## config.mk

```make
export PLATFORM = sky130hd
export DESIGN_NAME = random_key_scheduler_flat
export DESIGN_NICKNAME = d
export VERILOG_FILES = /design/src/rtl/random_key_scheduler_if.sv /design/src/rtl/random_key_scheduler.sv /design/src/flat_wrapper.sv
export SDC_FILE = /design/constraint.sdc
export NUM_CORES = 1
export LEC_CHECK = 0
export BUFFER_PORTS_ARGS = -buffer_cell sky130_fd_sc_hd__buf_4
export CAP_MARGIN = 40
export CORE_AREA = 2 2 68 70
export CTS_BUF_LIST = sky130_fd_sc_hd__clkbuf_4
export DETAILED_ROUTE_END_ITERATION = 10
export DIE_AREA = 0 0 70 72
export PLACE_DENSITY = 0.74
export SLEW_MARGIN = 20
export SYNTH_ARGS = -nofsm -noshare
export SYNTH_HDL_FRONTEND = slang
export SYNTH_SLANG_ARGS = --single-unit
export TNS_END_PERCENT = 1
```

## constraint.sdc

```tcl
create_clock -name clk -period 1.82 [get_ports clk]
set_clock_uncertainty 0.2 [all_clocks]
set_input_delay 0.091 -clock clk [delete_from_list [all_inputs] [get_ports clk]]
set_output_delay 0.091 -clock clk [all_outputs]
set_load 0.02 [all_outputs]
```

## src/rtl/random_key_scheduler_if.sv

```systemverilog
// Request/generator/key bundle between the key scheduler and its clients.
// Latency: none, wiring only.
// Backpressure: none; requesters hold req high until they see key_valid.
interface random_key_scheduler_if #(
  parameter int KEY_BYTES = 4
);
  logic [1:0]             req;
  logic [7:0]             gen_stream;
  logic                   gen_ena;
  logic [8*KEY_BYTES-1:0] key_data;
  logic                   key_valid;
  logic                   key_owner;
  logic                   busy;

  // Scheduler side: consumes requests and generator bytes, produces keys.
  modport master (
    input  req,
    input  gen_stream,
    output gen_ena,
    output key_data,
    output key_valid,
    output key_owner,
    output busy
  );

  // Client side: requesters plus the random byte generator.
  modport slave (
    output req,
    output gen_stream,
    input  gen_ena,
    input  key_data,
    input  key_valid,
    input  key_owner,
    input  busy
  );
endinterface

```

## src/rtl/random_key_scheduler.sv

```systemverilog
// Builds KEY_BYTES-byte keys from an LFSR byte stream, sampling every STRIDE generator steps.
// Latency: key_valid pulses 1+KEY_BYTES*(STRIDE+1) cycles after the first IDLE cycle with req!=0.
// Backpressure: none; requests seen outside IDLE are left pending on the requester side.
module random_key_scheduler #(
  parameter int KEY_BYTES = 4,
  parameter int STRIDE    = 8
) (
  input logic                    clk,
  input logic                    rst,
  random_key_scheduler_if.master bus
);

  localparam int KW = 8 * KEY_BYTES;

  localparam logic [1:0] IDLE   = 2'd0;
  localparam logic [1:0] STEP   = 2'd1;
  localparam logic [1:0] SAMPLE = 2'd2;
  localparam logic [1:0] DONE   = 2'd3;

  // Terminal counts; the counters are wide enough for STRIDE=255 and KEY_BYTES=16.
  localparam logic [7:0] STEP_LAST = 8'(STRIDE - 1);
  localparam logic [4:0] BYTE_LAST = 5'(KEY_BYTES - 1);

  logic [1:0]    state;
  logic [7:0]    step_cnt;
  logic [4:0]    byte_cnt;
  logic [KW-1:0] key_q;
  logic          owner_q;
  logic          last_q;
  logic          grant;
  logic [KW+7:0] shifted;

  // Round-robin pick: on a tie the requester not served last wins.
  always_comb begin
    grant = 1'b0;
    if (bus.req == 2'b11) begin
      grant = ~last_q;
    end else begin
      grant = bus.req[1];
    end
  end

  // New byte enters at the bottom so the first sampled byte ends up most significant.
  assign shifted = {key_q, bus.gen_stream};

  // Main FSM: grant, step the generator STRIDE times, sample a byte, repeat, then flag the key.
  always_ff @(posedge clk) begin
    if (!rst) begin
      state    <= IDLE;
      step_cnt <= '0;
      byte_cnt <= '0;
      key_q    <= '0;
      owner_q  <= 1'b0;
      last_q   <= 1'b1;
    end else begin
      case (state)
        IDLE: begin
          if (bus.req != 2'b00) begin
            owner_q  <= grant;
            step_cnt <= '0;
            byte_cnt <= '0;
            state    <= STEP;
          end
        end
        STEP: begin
          if (step_cnt == STEP_LAST) begin
            state <= SAMPLE;
          end else begin
            step_cnt <= step_cnt + 8'd1;
          end
        end
        SAMPLE: begin
          key_q    <= shifted[KW-1:0];
          byte_cnt <= byte_cnt + 5'd1;
          if (byte_cnt == BYTE_LAST) begin
            state <= DONE;
          end else begin
            step_cnt <= '0;
            state    <= STEP;
          end
        end
        DONE: begin
          last_q <= owner_q;
          state  <= IDLE;
        end
        default: state <= IDLE;
      endcase
    end
  end

  // Outputs decode straight from state, so gen_stream is frozen in SAMPLE and DONE.
  assign bus.gen_ena   = (state == STEP);
  assign bus.key_valid = (state == DONE);
  assign bus.busy      = (state != IDLE);
  assign bus.key_data  = key_q;
  assign bus.key_owner = owner_q;

endmodule

```

## src/flat_wrapper.sv

```systemverilog
// flat-port wrapper written by rule: the top's interface ports become plain ports
module random_key_scheduler_flat 
#(
  parameter int KEY_BYTES = 4,
  parameter int STRIDE    = 8
)
  (clk, rst, bus_req, bus_gen_stream, bus_gen_ena, bus_key_data, bus_key_valid, bus_key_owner, bus_busy);
  random_key_scheduler_if #(.KEY_BYTES(KEY_BYTES)) bus_i ();
  input logic clk;
  input logic rst;
  input wire logic [$bits(bus_i.req)-1:0] bus_req;
  input wire logic [$bits(bus_i.gen_stream)-1:0] bus_gen_stream;
  output wire logic [$bits(bus_i.gen_ena)-1:0] bus_gen_ena;
  output wire logic [$bits(bus_i.key_data)-1:0] bus_key_data;
  output wire logic [$bits(bus_i.key_valid)-1:0] bus_key_valid;
  output wire logic [$bits(bus_i.key_owner)-1:0] bus_key_owner;
  output wire logic [$bits(bus_i.busy)-1:0] bus_busy;
  assign bus_i.req = bus_req;
  assign bus_i.gen_stream = bus_gen_stream;
  assign bus_gen_ena = bus_i.gen_ena;
  assign bus_key_data = bus_i.key_data;
  assign bus_key_valid = bus_i.key_valid;
  assign bus_key_owner = bus_i.key_owner;
  assign bus_busy = bus_i.busy;
  random_key_scheduler #(.KEY_BYTES(KEY_BYTES), .STRIDE(STRIDE)) u_core (.clk(clk), .rst(rst), .bus(bus_i));
endmodule
```

# Word-level counts from Yosys, hierarchy flattened
# Cells that the tools add are included.
# totals
register_bits,49
in_bits,12
output_inout_bits,36
word_cells,39
# op_classes
n_addsub,2
eq_ne,10
muxes,11
n_bitwise,1
n_reduce_logical,9
# op_table
cell,count
8-bit 2-to-1 mux,3
8-bit one-hot mux with 3 select lines,1
5-bit one-hot mux with 2 select lines,1
"8-bit by 1-bit adder with 8-bit output, second input constant",1
"8-bit by 3-bit equality test with 1-bit output, second input constant",1
2-bit one-hot mux with 4 select lines,1
"2-bit equality test, second input constant",3
2-bit 2-to-1 mux,3
2-bit AND reduction,3
2-bit nonzero test,3
"5-bit by 1-bit adder with 5-bit output, second input constant",1
"5-bit by 2-bit equality test with 1-bit output, second input constant",1
5-bit 2-to-1 mux,1
"2-bit by 1-bit != test with 1-bit output, second input constant",2
"2-bit != test, second input constant",2
4-bit AND reduction,1
3-bit nonzero test,1
"2-bit by 1-bit equality test with 1-bit output, second input constant",1
2-bit zero test,1
1-bit 2-to-1 mux,1
1-bit NOT,1

# Depth between registers and ports, before layout
# depth
word_depth,3
ltp_mapped,6

# Least setup slack after synthesis
# No wires, ideal clock.
# synth_path
kind,register -> register
start,register u_core.step_cnt[0]
end,register u_core.step_cnt[7]
setup_ps,74
arrival_ps,1411
slack_ps,134
path_stages_with_launch,6
path_buffers,0
synth_period_minus_slack_ps,1686
cell_sequence,dfxtp_1 ha_1 and4bb_1 a21oi_2 or3_4 a31oi_1
# synth_between
elab_chain_cells,3
word_cells_on_any_way,6
cone_classes,1 x add/sub; 2 x eq/ne; 2 x mux; 1 x reduce/logical
# synth_lines
item,line,source
"start, declared",random_key_scheduler.sv:25,logic [7:0] step_cnt;
"start signal, assigned",random_key_scheduler.sv:69,step_cnt <= step_cnt + 8'd1;
8-bit by 1-bit adder with 8-bit output or 8-bit by 3-bit equality test with 1-bit output (tied branches),"random_key_scheduler.sv:69, random_key_scheduler.sv:66",
8-bit 2-to-1 mux or 2-bit != test (tied branches),--,
8-bit one-hot mux with 3 select lines or 4-bit AND reduction (tied branches),--,
# Several ways; a longest one is shown, not always the timed one. The select of a mux whose other input is x is not followed.
# A chain may end at the register's enable or synchronous reset.

# Final worst setup path
# layout_path
start,register u_core.step_cnt[1]
end,register u_core.step_cnt[3]
# Same word-level chain as after synthesis.

==> out/metrics.cfg <==
[synth]
synth_area_mm2 = 0.002017
synth_edf_count = 0
syn_avg_cell_area_um2 = 8.475
synth_ff_type = dfxtp_1
synth.most_common_cell = nand2_1
ys_seq_area_frac = 0.4864
synth_compound_area_frac = 0.2041
yosys.area.top_type_share = 0.4864
netlist_top_cells_area = dfxtp_1 49%, nand2_1 14%, a21boi_0 13%, xnor2_1 1.7%, clkbuf_1 1.7%
synth.top_cells.by_count = 76 x nand2_1, 49 x dfxtp_1, 34 x a21boi_0
synth_mux_area_frac = 0.009926
synth_cell_type_count = 38
synthAdderAreaFrac = 0.01241
synth_largest_area_cell = dfxtp_1
synth-xor-area-share = 0.01737
synth_top_family_by_area = simple AND/OR/NAND/NOR gates
synth-async-reset-ratio = 0
synth_cells = 238
synthesis.nets = 252
synthSimpleGateAreaFrac = 0.2326
synth_seq_cells = 49
synth-warning-count = 0

[finish]
num-nets-final = 313
diodes = 0
drive_gt1_frac = 0.2600
final_cell_count_no_fill = 352
multi_input_area_um2 = 999.7
regArea_um2 = 987.2
nFillCells = 374
final_util = 0.6320
synthToLayoutAreaGrowth_pct = 33.62

[timing]
maxSlewHeadroom = 0.6332
hold_violations = 0
final.min_clock_period_ns = 1.750
slew_viol_final = 0
layout_setup_ws_ns = 0.07017
setup_viol_count_final = 0
fin_hold_ws_ns = 0.2729
worst_pin_slew_ns = 0.5460
max_freq_mhz = 571.5
period_share = 0.9614
tns_ns = 0

[placed_design]
port_buffers = 47
routabilityCongestion = 0.8128
dp_cells = 330
hpwl_um = 2798
pre_cts_slack_ns = -0.09690

[floorplan]
initial_core_util = 0.4730
num_rows = 24
die_area_mm2 = 0.005040
die_y_um = 72
die_x_um = 70
io_pins = 48
core_mm2 = 0.004264

[global_route]
grt_overflow_total = 0
grt_pass1_wl_um = 7203
grt_usage = 0.1779
grt_max_degree = 41
grt_pass1_vias = 1569
antenna_found_initial = 0

[critical_path]
crit_arrival_ns = 1.84
cp-start-kind = flop
worstSetupPathType = flop to flop
worst-path-max-fanout = 5
worst_ep_required_time_ns = 1.91
setup.worst_path.end_class = flop

[clock_tree]
clock-sinks = 49
root_buffer = clkbuf_4
h-tree-depth = 2
numCtsBuffers = 5
clkLatencyLatePin_ns = 0.36
tritoncts = done
cts_buffer_depth = 2
cts.reportedPaths.clkPinSlew_ns = 0.13

[detailed_routing]
drc = 0
wl_um = 4461
antenna_left = 0
vias_per_cell = 5.102
drt_first_pass_iters = 4
drt_iter0_markers = 151
wl_per_cell_um = 12.67
vias = 1796

[pwr]
p_leak_nw = 1.048
powerDensity_mw_per_mm2 = 690.3
ir_worst_vdd_v = 0.0004688

[outcome]
status = finished clean

[worst_hold_path]
hold_path_class = flop to flop

[job]
drv_cap = 0

power by group:
| group | leakage, nW | internal, mW | switching (mW) | total, mW |
|---|---|---|---|---|
| clock network | 0.0389 | 0.285 | 0.339 | 0.624 |
| registers | 0.397 | 1.08 | 0.00864 | 1.09 |
| logic | 0.612 | 0.0780 | 0.0697 | 0.148 |
through the flow:
stage | instance area (µm²) | power, mW
CTS | 2663 | 1.870
floorplan | 2017 | 1.178
detailed placement | 2439 | 1.227
finish | 2695 | 1.860
global placement | 2439 | 1.227
global route | 2695 | 1.938
final timing paths:
path	startpoint	endpoint	slack, ns	cells after the start
hold reg to reg	u_core.bus.key_data[25]	u_core.bus.key_data[25]	0.27	2
setup / recovery	u_core.step_cnt[1]	u_core.step_cnt[3]	0.07	5
hold / removal	u_core.bus.key_data[25]	u_core.bus.key_data[25]	0.27	2
setup reg to reg	u_core.step_cnt[1]	u_core.step_cnt[3]	0.07	5
registers in the layout, indices dropped and copies added (netlist names):
name and flops:
u_core.bus.key_data 32, u_core.bus.key_owner 1, u_core.byte_cnt 5, u_core.last_q 1, u_core.state 2, u_core.step_cnt 8
final cells by class:
class / count / area share
clock buffer: 5 / 0.01393
clock inverter: 3 / 0.01532
inverter: 5 / 0.006964
multi-input combinational: 171 / 0.3709
sequential: 49 / 0.3663
tap: 52 / 0.02414
timing repair buffer: 67 / 0.2024
routing by layer:
metal,vias up,routed length (µm),track usage
li1,917,-,-
met1,830,2101,0.2415
met2,42,2079,0.2709
met3,7,211,0.04028
met4,0,68,0.08333
met5,-,0,0
critical path, stage by stage, from the launching register on:
cell and delay [ns]:
dfxtp_2 0.40, ha_4 0.15, and4bb_1 0.23, a21oi_2 0.09, or3_4 0.44, a31oi_1 0.19
timing repair:
item	in CTS	in global routing
hold endpoints to repair	15	0
setup endpoints to repair	7	7
setup buffers	1	1
hold buffers	12	0
gates resized for setup	4	8
pin swaps	0	2
cells in the final DEF, fill, tap and decap left out, types with 3 or more instances in the layout:
cell type and n:
nand2_1 76, buf_4 54, dfxtp_1 44, a21boi_0 34
dlygate4sd3_1 12, nor2_1 8, nand3_1 5, clkbuf_4 5
dfxtp_2 5, inv_1 4, xnor2_1 4, nor3_1 3
o21ai_0 3, a31oi_1 3
cell families after synthesis:
| group | after synthesis |
|---|---|
| AO/OA/AOI/OAI | 56 |
| XOR/XNOR | 4 |
| adder cells (fa/ha/maj) | 2 |
| buffers and inverters | 18 |
| flip-flops | 49 |
| multiplexers | 2 |
| AND/OR/NAND/NOR | 107 |
No activity file was read; power rests on OpenSTA's default activity.
